### config.mk
export PLATFORM = sky130hd
export DESIGN_NAME = game_ctrl_flat
export DESIGN_NICKNAME = d
export VERILOG_FILES = /design/src/rtl/game_pkg.sv /design/src/rtl/game_ctrl_if.sv /design/src/rtl/edge_det.sv /design/src/rtl/game_ctrl.sv /design/src/flat_wrapper.sv
export SDC_FILE = /design/constraint.sdc
export NUM_CORES = 1
export LEC_CHECK = 0
export CORE_MARGIN = 2
export CORE_UTILIZATION = 47
export DETAILED_ROUTE_END_ITERATION = 6
export MAX_ROUTING_LAYER = met4
export PLACE_DENSITY = 0.74
export SYNTH_ARGS = -nofsm -noshare
export SYNTH_HDL_FRONTEND = slang
export SYNTH_SLANG_ARGS = --single-unit
### constraint.sdc
create_clock -name clk -period 2.3 [get_ports clk]
set_input_delay 0.345 -clock clk [delete_from_list [all_inputs] [get_ports clk]]
set_output_delay 0.345 -clock clk [all_outputs]
set_load 0.005 [all_outputs]
### src/rtl/game_pkg.sv
// Shared game definitions: state encodings, speed width and speed defaults
// used by the controller and the ground, cactus, jump and score blocks.
package game_pkg;

  localparam int unsigned SPEED_W = 3;
  localparam int unsigned STATE_W = 2;

  localparam logic [SPEED_W-1:0] START_SPEED_DEF = 3'd1;
  localparam logic [SPEED_W-1:0] MAX_SPEED_DEF   = 3'd7;

  typedef enum logic [STATE_W-1:0] {
    ST_IDLE  = 2'b00,
    ST_RUN   = 2'b01,
    ST_PAUSE = 2'b10,
    ST_OVER  = 2'b11
  } game_state_e;

endpackage

### src/rtl/game_ctrl_if.sv
// Controller bus: VGA timing, sprite hits and key levels in; game status out.
interface game_ctrl_if;
  import game_pkg::*;

  logic               vsync;
  logic               valid;
  logic               hit_dino;
  logic               hit_cactus;
  logic               jump_req;
  logic               pause_req;
  logic               restart_req;
  logic [STATE_W-1:0] state;
  logic               frame_tick;
  logic               jump_go;
  logic [SPEED_W-1:0] speed;
  logic               collided;

  modport slave (
    input  vsync, valid, hit_dino, hit_cactus, jump_req, pause_req, restart_req,
    output state, frame_tick, jump_go, speed, collided
  );

  modport master (
    output vsync, valid, hit_dino, hit_cactus, jump_req, pause_req, restart_req,
    input  state, frame_tick, jump_go, speed, collided
  );

endinterface

### src/rtl/edge_det.sv
// Rising-edge detector: one-cycle event when d goes high versus its delayed copy.
module edge_det (
  input  logic clk,
  input  logic rst,
  input  logic d,
  output logic rise_c
);

  logic d_q;

  always_ff @(posedge clk or negedge rst) begin
    if (!rst) d_q <= 1'b0;
    else      d_q <= d;
  end

  assign rise_c = d & ~d_q;

endmodule

### src/rtl/game_ctrl.sv
// Game controller: IDLE/RUN/PAUSE/OVER sequencing, frame ticks, jump commands,
// collision latching and level-based speed stepping.
module game_ctrl
  import game_pkg::*;
#(
  parameter int unsigned        FRAMES_PER_LEVEL = 512,
  parameter logic [SPEED_W-1:0] START_SPEED      = START_SPEED_DEF,
  parameter logic [SPEED_W-1:0] MAX_SPEED        = MAX_SPEED_DEF
) (
  input  logic        clk,
  input  logic        rst,
  game_ctrl_if.slave  bus
);

  localparam int unsigned CNT_W = (FRAMES_PER_LEVEL > 1) ? $clog2(FRAMES_PER_LEVEL) : 1;
  localparam logic [CNT_W-1:0] CNT_LAST = CNT_W'(FRAMES_PER_LEVEL - 1);

  logic jump_ev_c, pause_ev_c, restart_ev_c, frame_end_c;
  logic hit_c;

  game_state_e        state_q, state_d;
  logic [SPEED_W-1:0] speed_q, speed_d;
  logic [CNT_W-1:0]   cnt_q, cnt_d;
  logic               pend_q, pend_d;
  logic               coll_q, coll_d;
  logic               tick_q, tick_d;
  logic               jgo_q, jgo_d;

  edge_det u_jump_ed    (.clk(clk), .rst(rst), .d(bus.jump_req),    .rise_c(jump_ev_c));
  edge_det u_pause_ed   (.clk(clk), .rst(rst), .d(bus.pause_req),   .rise_c(pause_ev_c));
  edge_det u_restart_ed (.clk(clk), .rst(rst), .d(bus.restart_req), .rise_c(restart_ev_c));
  // Rising edge of ~vsync is the vsync fall that ends a frame.
  edge_det u_vsync_ed   (.clk(clk), .rst(rst), .d(~bus.vsync),      .rise_c(frame_end_c));

  assign hit_c = bus.valid & bus.hit_dino & bus.hit_cactus;

  always_ff @(posedge clk or negedge rst) begin
    if (!rst) begin
      state_q <= ST_IDLE;
      speed_q <= START_SPEED;
      cnt_q   <= '0;
      pend_q  <= 1'b0;
      coll_q  <= 1'b0;
      tick_q  <= 1'b0;
      jgo_q   <= 1'b0;
    end else begin
      state_q <= state_d;
      speed_q <= speed_d;
      cnt_q   <= cnt_d;
      pend_q  <= pend_d;
      coll_q  <= coll_d;
      tick_q  <= tick_d;
      jgo_q   <= jgo_d;
    end
  end

  always_comb begin
    state_d = state_q;
    speed_d = speed_q;
    cnt_d   = cnt_q;
    pend_d  = pend_q;
    coll_d  = coll_q;
    tick_d  = 1'b0;
    jgo_d   = 1'b0;

    // Pending collision is per frame: cleared at every frame end.
    if (frame_end_c)                      pend_d = 1'b0;
    else if (state_q == ST_RUN && hit_c)  pend_d = 1'b1;

    if (restart_ev_c) begin
      state_d = ST_IDLE;
    end else begin
      unique case (state_q)
        ST_IDLE: begin
          if (jump_ev_c) begin
            state_d = ST_RUN;
            speed_d = START_SPEED;
            cnt_d   = '0;
            pend_d  = 1'b0;
            coll_d  = 1'b0;
            jgo_d   = 1'b1;
          end
        end
        ST_RUN: begin
          if (jump_ev_c) jgo_d = 1'b1;
          if (frame_end_c && pend_q) begin
            state_d = ST_OVER;
            coll_d  = 1'b1;
          end else begin
            if (frame_end_c) begin
              tick_d = 1'b1;
              if (cnt_q == CNT_LAST) begin
                cnt_d = '0;
                if (speed_q < MAX_SPEED) speed_d = speed_q + SPEED_W'(1);
              end else begin
                cnt_d = cnt_q + CNT_W'(1);
              end
            end
            if (pause_ev_c) state_d = ST_PAUSE;
          end
        end
        ST_PAUSE: begin
          if (pause_ev_c) state_d = ST_RUN;
        end
        ST_OVER: begin
          state_d = ST_OVER;
        end
        default: state_d = ST_IDLE;
      endcase
    end
  end

  assign bus.state      = state_q;
  assign bus.speed      = speed_q;
  assign bus.collided   = coll_q;
  assign bus.frame_tick = tick_q;
  assign bus.jump_go    = jgo_q;

endmodule
### src/flat_wrapper.sv
// flat-port wrapper written by rule: the top's interface ports become plain ports
module game_ctrl_flat import game_pkg::*;
#(
  parameter int unsigned        FRAMES_PER_LEVEL = 512,
  parameter logic [SPEED_W-1:0] START_SPEED      = START_SPEED_DEF,
  parameter logic [SPEED_W-1:0] MAX_SPEED        = MAX_SPEED_DEF
)
  (clk, rst, bus_vsync, bus_valid, bus_hit_dino, bus_hit_cactus, bus_jump_req, bus_pause_req, bus_restart_req, bus_state, bus_frame_tick, bus_jump_go, bus_speed, bus_collided);
  game_ctrl_if bus_i ();
  input  logic clk;
  input  logic rst;
  input wire logic [$bits(bus_i.vsync)-1:0] bus_vsync;
  input wire logic [$bits(bus_i.valid)-1:0] bus_valid;
  input wire logic [$bits(bus_i.hit_dino)-1:0] bus_hit_dino;
  input wire logic [$bits(bus_i.hit_cactus)-1:0] bus_hit_cactus;
  input wire logic [$bits(bus_i.jump_req)-1:0] bus_jump_req;
  input wire logic [$bits(bus_i.pause_req)-1:0] bus_pause_req;
  input wire logic [$bits(bus_i.restart_req)-1:0] bus_restart_req;
  output wire logic [$bits(bus_i.state)-1:0] bus_state;
  output wire logic [$bits(bus_i.frame_tick)-1:0] bus_frame_tick;
  output wire logic [$bits(bus_i.jump_go)-1:0] bus_jump_go;
  output wire logic [$bits(bus_i.speed)-1:0] bus_speed;
  output wire logic [$bits(bus_i.collided)-1:0] bus_collided;
  assign bus_i.vsync = bus_vsync;
  assign bus_i.valid = bus_valid;
  assign bus_i.hit_dino = bus_hit_dino;
  assign bus_i.hit_cactus = bus_hit_cactus;
  assign bus_i.jump_req = bus_jump_req;
  assign bus_i.pause_req = bus_pause_req;
  assign bus_i.restart_req = bus_restart_req;
  assign bus_state = bus_i.state;
  assign bus_frame_tick = bus_i.frame_tick;
  assign bus_jump_go = bus_i.jump_go;
  assign bus_speed = bus_i.speed;
  assign bus_collided = bus_i.collided;
  game_ctrl #(.FRAMES_PER_LEVEL(FRAMES_PER_LEVEL), .START_SPEED(START_SPEED), .MAX_SPEED(MAX_SPEED)) u_core (.clk(clk), .rst(rst), .bus(bus_i));
endmodule
==> results of run 1 <==
synth_stat cells (2+ instances only):
cell / number / area [µm²]
dfrtp_1: 21 / 526
nand2_1: 16 / 60.1
o21ai_0: 12 / 60.1
a21oi_1: 10 / 50.1
nor2_1: 10 / 37.5
inv_1: 6 / 22.5
nand2b_1: 6 / 37.5
ha_1: 3 / 37.5
nor2b_1: 3 / 18.8
o31ai_1: 3 / 22.5
a31oi_1: 2 / 12.5
and2_1: 2 / 12.5
nand4_1: 2 / 12.5
nor3_1: 2 / 10.0
or3_1: 2 / 12.5
registers in the layout, indices dropped and copies added, names as in the netlist:
signal	cells
u_core.bus.collided	1
u_core.cnt_q	9
u_core.bus.frame_tick	1
u_core.u_vsync_ed.d_q	1
u_core.u_pause_ed.d_q	1
u_core.bus.speed	3
u_core.pend_q	1
u_core.u_restart_ed.d_q	1
u_core.bus.jump_go	1
u_core.u_jump_ed.d_q	1
u_core.bus.state	2
report_power, final:
group	total (mW)	internal [mW]	switching (mW)
logic	0.256	0.131	0.125
clock network	0.298	0.176	0.122
registers	0.470	0.424	0.0464
what timing repair did:
action                     CTS  global route
setup endpoints to repair    0             3
resized for setup            0             2
setup buffers                0             2
metal layers:
layer  track usage, %  wire, µm  vias to the layer above
met2             34.0      1130                       19
met3             3.71        67                        5
met4             9.83        46                        0
li1                 -         -                      470
met1             21.9       990                      462
met5                -         0                        -
cell type report:
class	instances	area (µm²)
inverters	6	22.5
repair buffers	23	213
well taps	28	35.0
clock buffers	3	22.5
clock inverters	1	30.0
fillers	195	817
flip-flops and latches	22	552
multi-input cells	87	542
per-stage QoR:
step                util, %  std cells  power, mW  instance area (µm²)
global placement       59.9        164      0.699                 1340
global route           63.4        170       1.09                 1420
detailed placement     59.9        164      0.706                 1340
CTS                    62.2        168       1.00                 1390
finish                 63.4        170       1.02                 1420
floorplan                 -        117      0.610                 1120
path summary, 6_finish.rpt:
kind | slack, ps | end | startpoint | cells after the start
setup / recovery | 150 | u_core.cnt_q[6] | u_core.cnt_q[0] | 7
min in group clk | 480 | u_core.u_pause_ed.d_q | bus_pause_req | 1
setup reg to reg | 150 | u_core.cnt_q[6] | u_core.cnt_q[0] | 7
max in group asynchronous | 1670 | u_core.bus.speed[0] | rst | 2
hold reg to reg | 520 | u_core.cnt_q[8] | u_core.cnt_q[8] | 2
hold / removal | 350 | u_core.cnt_q[4] | rst | 2
logic make-up (layout without fill, tap and decap cells):
kind of cell | after synthesis | count (layout) | share of synthesized area, %
and+or+nand+nor | 51 | 51 | 25.5
adders and majority gates | 3 | 3 | 3.35
AOI/OAI and AO/OA | 33 | 33 | 18.5
buffers and inverters | 8 | 33 | 3.35
DFF | 22 | 22 | 49.3
==> flow_metrics.py, run 1 <==
metrics = {
    "setup_path": {
        "critPathMaxFanout": 4,
        "start_kind": "register",
        "cp_top_family": "simple AND/OR/NAND/NOR gates",
        "arrival_ps": 2400,
        "end_kind": "register",
        "critPathMostFrequentCell": "ha_1",
        "cp_slowest_cell": "or4_1",
        "crit_required_ps": 2550,
        "slowest_delay_ps": 460,
        "crit_buf_inv": 0,
        "path_cells": "ha_1 -> and2_4 -> nor3b_1 -> ha_1 -> or3b_1 -> or4_1 -> o21ai_1",
        "crit_type": "reg2reg",
    },
    "timing": {
        "slew_headroom_pct": 68.0,
        "fin_worst_skew_ps": 1.55,
        "rsz0062_at_grt": "false",
        "layout_setup_ws_ps": 153,
        "tightest_slew_ps": 479,
        "final.setup.tns_ps": 0,
        "holdWs_ps": 355,
        "period_needed_ps": 2150,
        "period_share_pct": 93.4,
        "finalSetupViolations": 0,
        "finalMaxSlewViolations": 0,
        "hold_viol_final": 0,
        "fmaxAchievable_mhz": 466,
    },
    "synthesis": {
        "syn_area_um2": 1120,
        "yosysWarnings": 0,
        "ys_ff_latch": 22,
        "async_flop_share_pct": 100,
        "avgSynthCellArea_um2": 9.57,
        "seq_area_frac_synth_pct": 49.3,
        "synth_enable_flop_cells": 0,
        "dominantRegCellSynth": "dfrtp_1",
        "syn-num-nets": 129,
        "ys_types": 32,
        "netlist_instances": 117,
    },
    "drt": {
        "drt-vias-per-instance": 5.62,
        "drtAntennaViolNets": 0,
        "drc": 0,
        "num_vias": 956,
        "avgRoutedWirePerCell_um": 13.2,
        "drt_wl_total_um": 2240,
        "dr.pass1.iters": 4,
        "drt_iter0_drc": 13,
    },
    "global_route": {
        "grt_first_pass_wirelength_um": 3900,
        "grt_use_total_pct": 19.8,
        "grt_max_degree": 23,
        "grt_pass1_vias": 962,
        "grt_antenna_before_repair": 0,
        "gr-total-overflow": 0,
    },
    "pwr": {
        "leakage_nw": 0.611,
        "peakVddDrop_mv": 0.509,
        "p_per_area_nw_per_um2": 723,
    },
    "cells_and_area": {
        "num_antenna_cells": 0,
        "nNetsFinal": 155,
        "final_cell_mix": "dfrtp_1 (21), nand2_1 (16), clkdlybuf4s50_1 (16)",
        "syn_to_final_growth_pct": 26.5,
        "drive_gt1_share_pct": 12.0,
        "layout_commonest_cell": "dfrtp_1",
    },
    "die": {
        "core-area_um2": 2230,
        "start_util_pct": 50.1,
        "die_height_um": 52.8,
        "rows": 17,
        "pin_count": 17,
        "die-area_um2": 2790,
        "die-width_um": 52.8,
    },
    "clocking": {
        "htreeDepth": 1,
        "cts_root_buffer": "clkbuf_4",
        "cts_hold_buf": 0,
        "cts_tree": "built",
        "clk_pin_slew_worst_paths_ps": 120,
        "cts_sinks": 22,
        "cts_made_buffers": 3,
        "cts.path.max_buffers": 2,
        "clk_latency_ps": 310,
    },
    "placement": {
        "hpwl_um": 1700,
        "io_buffers": 16,
        "pre_cts_ws_ps": 117,
        "place.gp.congestion": 0.817,
    },
    "run_status": {
        "status": "finished clean",
    },
    "job": {
        "drv_cap": 0,
    },
    "min_path": {
        "worstHoldPathType": "in2async",
    },
}
Note: power is estimated with default switching activity, not from simulation.
==> run 2, diff against run 1 <==
CTS_CLUSTER_DIAMETER = 120   (was unset)
==> results of run 2 <==
Same layout as run 1: the final DEF is identical, and so are final timing and power.
==> RTL edit 1, RTL diff (flow settings as in run 2) <==
The package constant `SPEED_W` goes from 3 to 6.
--- a/src/rtl/game_pkg.sv
+++ b/src/rtl/game_pkg.sv
@@ -2,7 +2,7 @@
 // used by the controller and the ground, cactus, jump and score blocks.
 package game_pkg;
 
-  localparam int unsigned SPEED_W = 3;
+  localparam int unsigned SPEED_W = 6;
   localparam int unsigned STATE_W = 2;
 
   localparam logic [SPEED_W-1:0] START_SPEED_DEF = 3'd1;
Ports: changed (resized bus_speed); port bits go from 17 to 20. No check against the original RTL was run, so the function may have changed too.
==> RTL edit 1 against run 2 <==
The run now ends with setup timing left. Cell area increased by 16%. Global-route usage increased by 4.1 points. First-iteration DRC count increased by 120%. Sequential cell count increased by 3. Routed wire length increased by 38%. Die area increased by 8.5%. Power increased by 25%. Count of clock-buffer cells in the layout unchanged. Via count increased by 17%. Clock skew increased by 0.0083 ns. Worst setup slack got worse by 0.35 ns. Synthesized area increased by 9.2%.
==> RTL edit 1: results (changes against run 2) <==
stage;metric;value;unit;change
status;outcome;complete, but fails checks;;
status;violated checks;setup timing;;
detailed_routing;Vias/cell;5.98;;+6.4%
grt;number of global-route vias before repair;1115;;+16%
detailed_routing;detail-routed net length per standard cell;16.5;um;+25%
layout;Non-clock buffer share;18.3;%;+3.2 points
synth;top cells by count, synth;24 x sky130_fd_sc_hd__dfrtp_1, 11 x sky130_fd_sc_hd__nand2_1, 11 x sky130_fd_sc_hd__o31ai_1;;
layout;Clock buf/inv share;1.68;%;-2.0 points
synth;count of different cell masters after synthesis;31;;-3.1%
layout;sequential cell count;25;;+14%
floorplan;DIE AREA;0.00303;mm2;+8.5%
placement;half-perimeter wire length of the detailed placement result;2.14;mm;+26%
clock_network;clock network latency to the later pin of the worst-skew pair;0.34;ns;+0.03 ns
power;internal power contribution;0.000812;W;+11%
power;total clock network power;0.000211;W;-29%
grt;Global Route met1 Usage;30.7;%;+8.8 points
detailed_routing;starting DRC count in detailed routing;29;;+16
synth;post-synthesis average cell area;9.86;um2;+3.0%
synth;largest cells by area after synthesis;sky130_fd_sc_hd__dfrtp_1 49%, sky130_fd_sc_hd__o31ai_1 6.8%, sky130_fd_sc_hd__o21ai_0 4.1%;;
grt;met2 track utilization from global routing;39.7;%;+5.7 points
layout;number of buffers other than clock buffers in the final layout;33;;+43%
sta;final worst-path setup slack;-0.200;ns;-0.353 ns
layout;area of all placed cells without fillers;0.00164;mm2;+16%
placement;placer congestion estimate;0.824;;+0.91%
clock_network;Post-CTS Repair Setup Buffers;3;;+3
clock_network;post-cts resize count;5;;+5
sta;final-report setup violation count;4;;+4
synth;Post-Synthesis Net Count;136;;+5.4%
layout;multi-input logic cell count;93;;+6.9%
clock_network;clock input transition at the sequential cells of the worst setup and hold paths;0.15;ns;+0.03 ns
clock_network;cell at the root of the clock tree;sky130_fd_sc_hd__clkbuf_4;;
placement;total instance count after detailed placement;181;;+10%
detailed_routing;number of vias after detailed routing;1119;;+17%
sta;Total Negative Setup Slacks;-0.635;ns;-0.635 ns
grt;largest net degree at the start of global routing;26;;+13%
clock_network;TritonCTS buffer count;3;;unchanged
sta;Layout Skew;0.00981;ns;+0.00826 ns
grt;global-route wire length before repair;5.01;mm;+29%
synth;proportion of synthesized chip area in sequential cells;51.3;%;+2.0 points
detailed_routing;Met2 Wirelength;1.49;mm;+31%
grt;overall fraction of global-route tracks in use;23.9;%;+4.1 points
detailed_routing;wire length on met3;146;um;+120%
power;flip-flop and latch power;0.000580;W;+23%
layout;fraction of layout instances using a drive strength above 1;19.7;%;+7.8 points
placement;Post-Place Worst Slack;-0.165;ns;-0.282 ns
worst_setup_path;CP arrival;2.78;ns;+0.38 ns
power;peak ir drop on the vdd network;0.000545;V;+7.2%
layout;FF/Latch Area;627;um2;+14%
worst_setup_path;worst reg2reg path startpoint;u_core.cnt_q[1];;
grt;grt met3 use;2.42;%;-1.3 points
detailed_routing;Met1 Routed Length;1.39;mm;+40%
[RTL edit 1: changes by cell type after synthesis, sizes merged, moves of 3 or more]
| cell | change |
|---|---|
| o31ai | +8 |
| a21oi | -7 |
| nand2 | -5 |
| nand3 | +5 |
| inv | -4 |
| and3 | +3 |
| clkbuf | +3 |
| dfrtp | +3 |
| nand2b | -3 |
| nor3 | +3 |
| o21a | +3 |
| o21ai | -3 |
[RTL edit 1: worst max-delay path, stage by stage (launching register included)]
cell	delay [ns]
sky130_fd_sc_hd__dfrtp_1	0.39
sky130_fd_sc_hd__ha_2	0.19
sky130_fd_sc_hd__and3_4	0.18
sky130_fd_sc_hd__and3_4	0.18
sky130_fd_sc_hd__and3_4	0.19
sky130_fd_sc_hd__ha_4	0.12
sky130_fd_sc_hd__or4b_4	0.46
sky130_fd_sc_hd__o31a_1	0.30
sky130_fd_sc_hd__buf_6	0.15
sky130_fd_sc_hd__nor3_4	0.15
sky130_fd_sc_hd__o21a_1	0.14
[RTL edit 1: final timing paths]
path / slack [ns] / cells after the start / endpoint
max: -0.20 / 10 / u_core.bus.speed[3]
min: 0.35 / 2 / u_core.u_restart_ed.d_q
max in group asynchronous: 1.66 / 2 / u_core.bus.speed[0]
min reg2reg: 0.54 / 2 / u_core.bus.collided
min in group clk: 0.45 / 1 / u_core.u_restart_ed.d_q
max reg2reg: -0.20 / 10 / u_core.bus.speed[3]
[RTL edit 1: cell families (layout without fill, tap and decap cells)]
logic type / after synthesis / count (layout) / share of synthesized area, %
and+or+nand+nor: 56 / 56 / 24.8
AOI/OAI and AO/OA: 34 / 34 / 19.0
DFF: 25 / 25 / 51.3
buffers and inverters: 6 / 39 / 1.84
adders and majority gates: 3 / 3 / 3.07
==> RTL edit 2, RTL diff (flow settings as in run 2) <==
Made on the original files. Make the reset (`rst`) synchronous in 2 clocked blocks.
--- a/src/rtl/edge_det.sv
+++ b/src/rtl/edge_det.sv
@@ -8,7 +8,7 @@
 
   logic d_q;
 
-  always_ff @(posedge clk or negedge rst) begin
+  always_ff @(posedge clk) begin
     if (!rst) d_q <= 1'b0;
     else      d_q <= d;
   end
--- a/src/rtl/game_ctrl.sv
+++ b/src/rtl/game_ctrl.sv
@@ -34,7 +34,7 @@
 
   assign hit_c = bus.valid & bus.hit_dino & bus.hit_cactus;
 
-  always_ff @(posedge clk or negedge rst) begin
+  always_ff @(posedge clk) begin
     if (!rst) begin
       state_q <= ST_IDLE;
       speed_q <= START_SPEED;
Behaviour: differs if rst is asserted again (counterexample within 4 cycles, from zero or initial values and one cycle with rst low); with rst held inactive, the same outputs for 10 cycles.
==> RTL edit 2 against run 2 <==
Synthesized area decreased by 7.2%. Largest cell class is now multi-input gates. Worst setup slack improved by 0.014 ns. Sequential share of layout area down 4.5 points. Die area down 6.6%. Cell area fell by 9.8%. Routed wire length fell by 6.2%. Count of clock-buffer cells in the layout unchanged. Sequential cell count stayed put. Highest routed layer unchanged.
Power is not compared: it rests on default switching activity, and its combinational part moved more than twofold at a synthesized area within 25%.
==> RTL edit 2: results (changes against run 2) <==
stage;metric;value;unit;change
placement;placer congestion estimate;0.866;;+6.1%
synth;synthesized-area fraction occupied by ao, oa, aoi and oai cells;22.9;%;+4.3 points
synth;top cells by count, synth;22 x sky130_fd_sc_hd__dfxtp_1, 13 x sky130_fd_sc_hd__a21oi_1, 8 x sky130_fd_sc_hd__o31ai_1;;
clock_network;post-cts resize count;0;;unchanged
placement;half-perimeter wire length of the detailed placement result;1.55;mm;-8.9%
synth;async set or reset register ratio after synthesis;0;%;-100 points
layout;post-layout util;59.5;%;-4.0 points
sta;Layout Skew;0.00869;ns;+0.00714 ns
synth;largest area contributor in the netlist;sky130_fd_sc_hd__dfxtp_1;;
synth;combinational family with the most area after synthesis;simple AND/OR/NAND/NOR gates;;
synth;largest cells by area after synthesis;sky130_fd_sc_hd__dfxtp_1 42%, sky130_fd_sc_hd__a21oi_1 6.3%, sky130_fd_sc_hd__o31ai_1 5.8%;;
worst_setup_path;Max stage delay cell, worst path;sky130_fd_sc_hd__dfxtp_1;;
synth;Post-Synthesis Net Count;128;;-0.78%
grt;largest net degree at the start of global routing;18;;-22%
placement;post-placement cell area;0.00122;mm2;-8.4%
hold_path;hold path start;u_core.bus.collided;;
grt;overall fraction of global-route tracks in use;18.9;%;-0.90 points
worst_setup_path;worst reg2reg path startpoint;u_core.cnt_q[1];;
synth;count of different cell masters after synthesis;34;;+6.3%
status;outcome;completed;;
layout;non-filler cells in the finished layout;162;;-4.7%
layout;final layout net count;147;;-5.2%
layout;fillcell total;200;;+2.6%
detailed_routing;number of vias after detailed routing;907;;-5.1%
grt;number of global-route vias before repair;874;;-9.1%
sta;relative slew slack;42.1;%;-26 points
layout;fraction of layout instances using a drive strength above 1;7.46;%;-4.5 points
synth;post-synthesis average cell area;8.96;um2;-6.4%
detailed_routing;final wirelength;2.10;mm;-6.2%
sta;final-layout worst hold slack;0.493;ns;+0.138 ns
synth;post-synthesis share of cell area spent on xor and xnor gates;0;%;unchanged
placement;Post-Place Worst Slack;0.181;ns;+0.0638 ns
hold_path;class of the tightest hold or removal check;flip-flop to flip-flop;;
worst_setup_path;critical path fanouts, max;5;;+1
detailed_routing;starting DRC count in detailed routing;9;;-4
detailed_routing;First-pass DRT Iterations;3;;-1
worst_setup_path;peak per-stage delay on the critical path;0.43;ns;-0.03 ns
synth;share of synthesized area spent on multiplexers;0;%;unchanged
synth;share of the synthesized area in the top cell type;42.4;%;-4.6 points
synth;proportion of synthesized chip area in sequential cells;42.4;%;-6.9 points
synth;Adder-Cell Fraction of Synth Area;3.61;%;+0.26 points
grt;global-route wire length before repair;3.69;mm;-5.3%
worst_setup_path;critical register-to-register path endpoint;u_core.bus.speed[2];;
clock_network;clock input transition at the sequential cells of the worst setup and hold paths;0.14;ns;+0.02 ns
clock_network;Post-CTS Repair Setup Buffers;0;;unchanged
RTL edit 2: worst max path at each step:
stage	endpoint	slack [ns]
2_1_floorplan	u_core.bus.speed[2]	0.43
3_3_place_gp	u_core.cnt_q[3]	0.21
3_5_place_dp	u_core.cnt_q[7]	0.18
4_1_cts	u_core.bus.speed[2]	0.20
5_1_grt	u_core.bus.speed[2]	0.02
6_report	u_core.bus.speed[2]	0.17
RTL edit 2: cell type report:
type                            count  share of cell area, %
Sequential cell                    22                   34.5
Tap cell                           28                   2.74
Inverter                            4                   1.18
Multi-Input combinational cell     86                   43.8
Clock inverter                      1                   2.35
Timing Repair Buffer               18                   13.7
Clock buffer                        3                   1.76
RTL edit 2: cells by family (layout without fill, tap and decap cells):
family | count (synthesis) | count (layout)
fa+ha+maj | 3 | 3
simple gates | 46 | 46
flops | 22 | 22
compound gates | 37 | 37
buf+inv | 8 | 26
RTL edit 2: power by group through the flow:
| stage | Clock (W) | Combinational [W] | Sequential [W] |
|---|---|---|---|
| 3_3_place_gp | 0 | 0.0000977 | 0.000412 |
| 4_1_cts | 0.000307 | 0.000101 | 0.000405 |
| 5_1_grt | 0.000320 | 0.000111 | 0.000407 |
| 3_5_place_dp | 0 | 0.0000998 | 0.000413 |
| 6_report | 0.000307 | 0.0000999 | 0.000405 |
| 2_1_floorplan | 0 | 0.0000589 | 0.000412 |
RTL edit 2: worst register-to-register path: cells and delay by family, from the launching register on:
family	cells	cell delay [ns]
AOI/OAI and AO/OA	2	0.34
and+or+nand+nor	3	0.92
DFF	1	0.43
adders and majority gates	2	0.38
RTL edit 2: routing by layer:
metal / share of wire [%] / vias up / global-route usage (%)
met5: 0 / - / -
met4: 1.8 / 0 / 6.76
met3: 2.6 / 5 / 3.51
met2: 48 / 12 / 31.2
met1: 48 / 418 / 23.1
li1: - / 472 / -
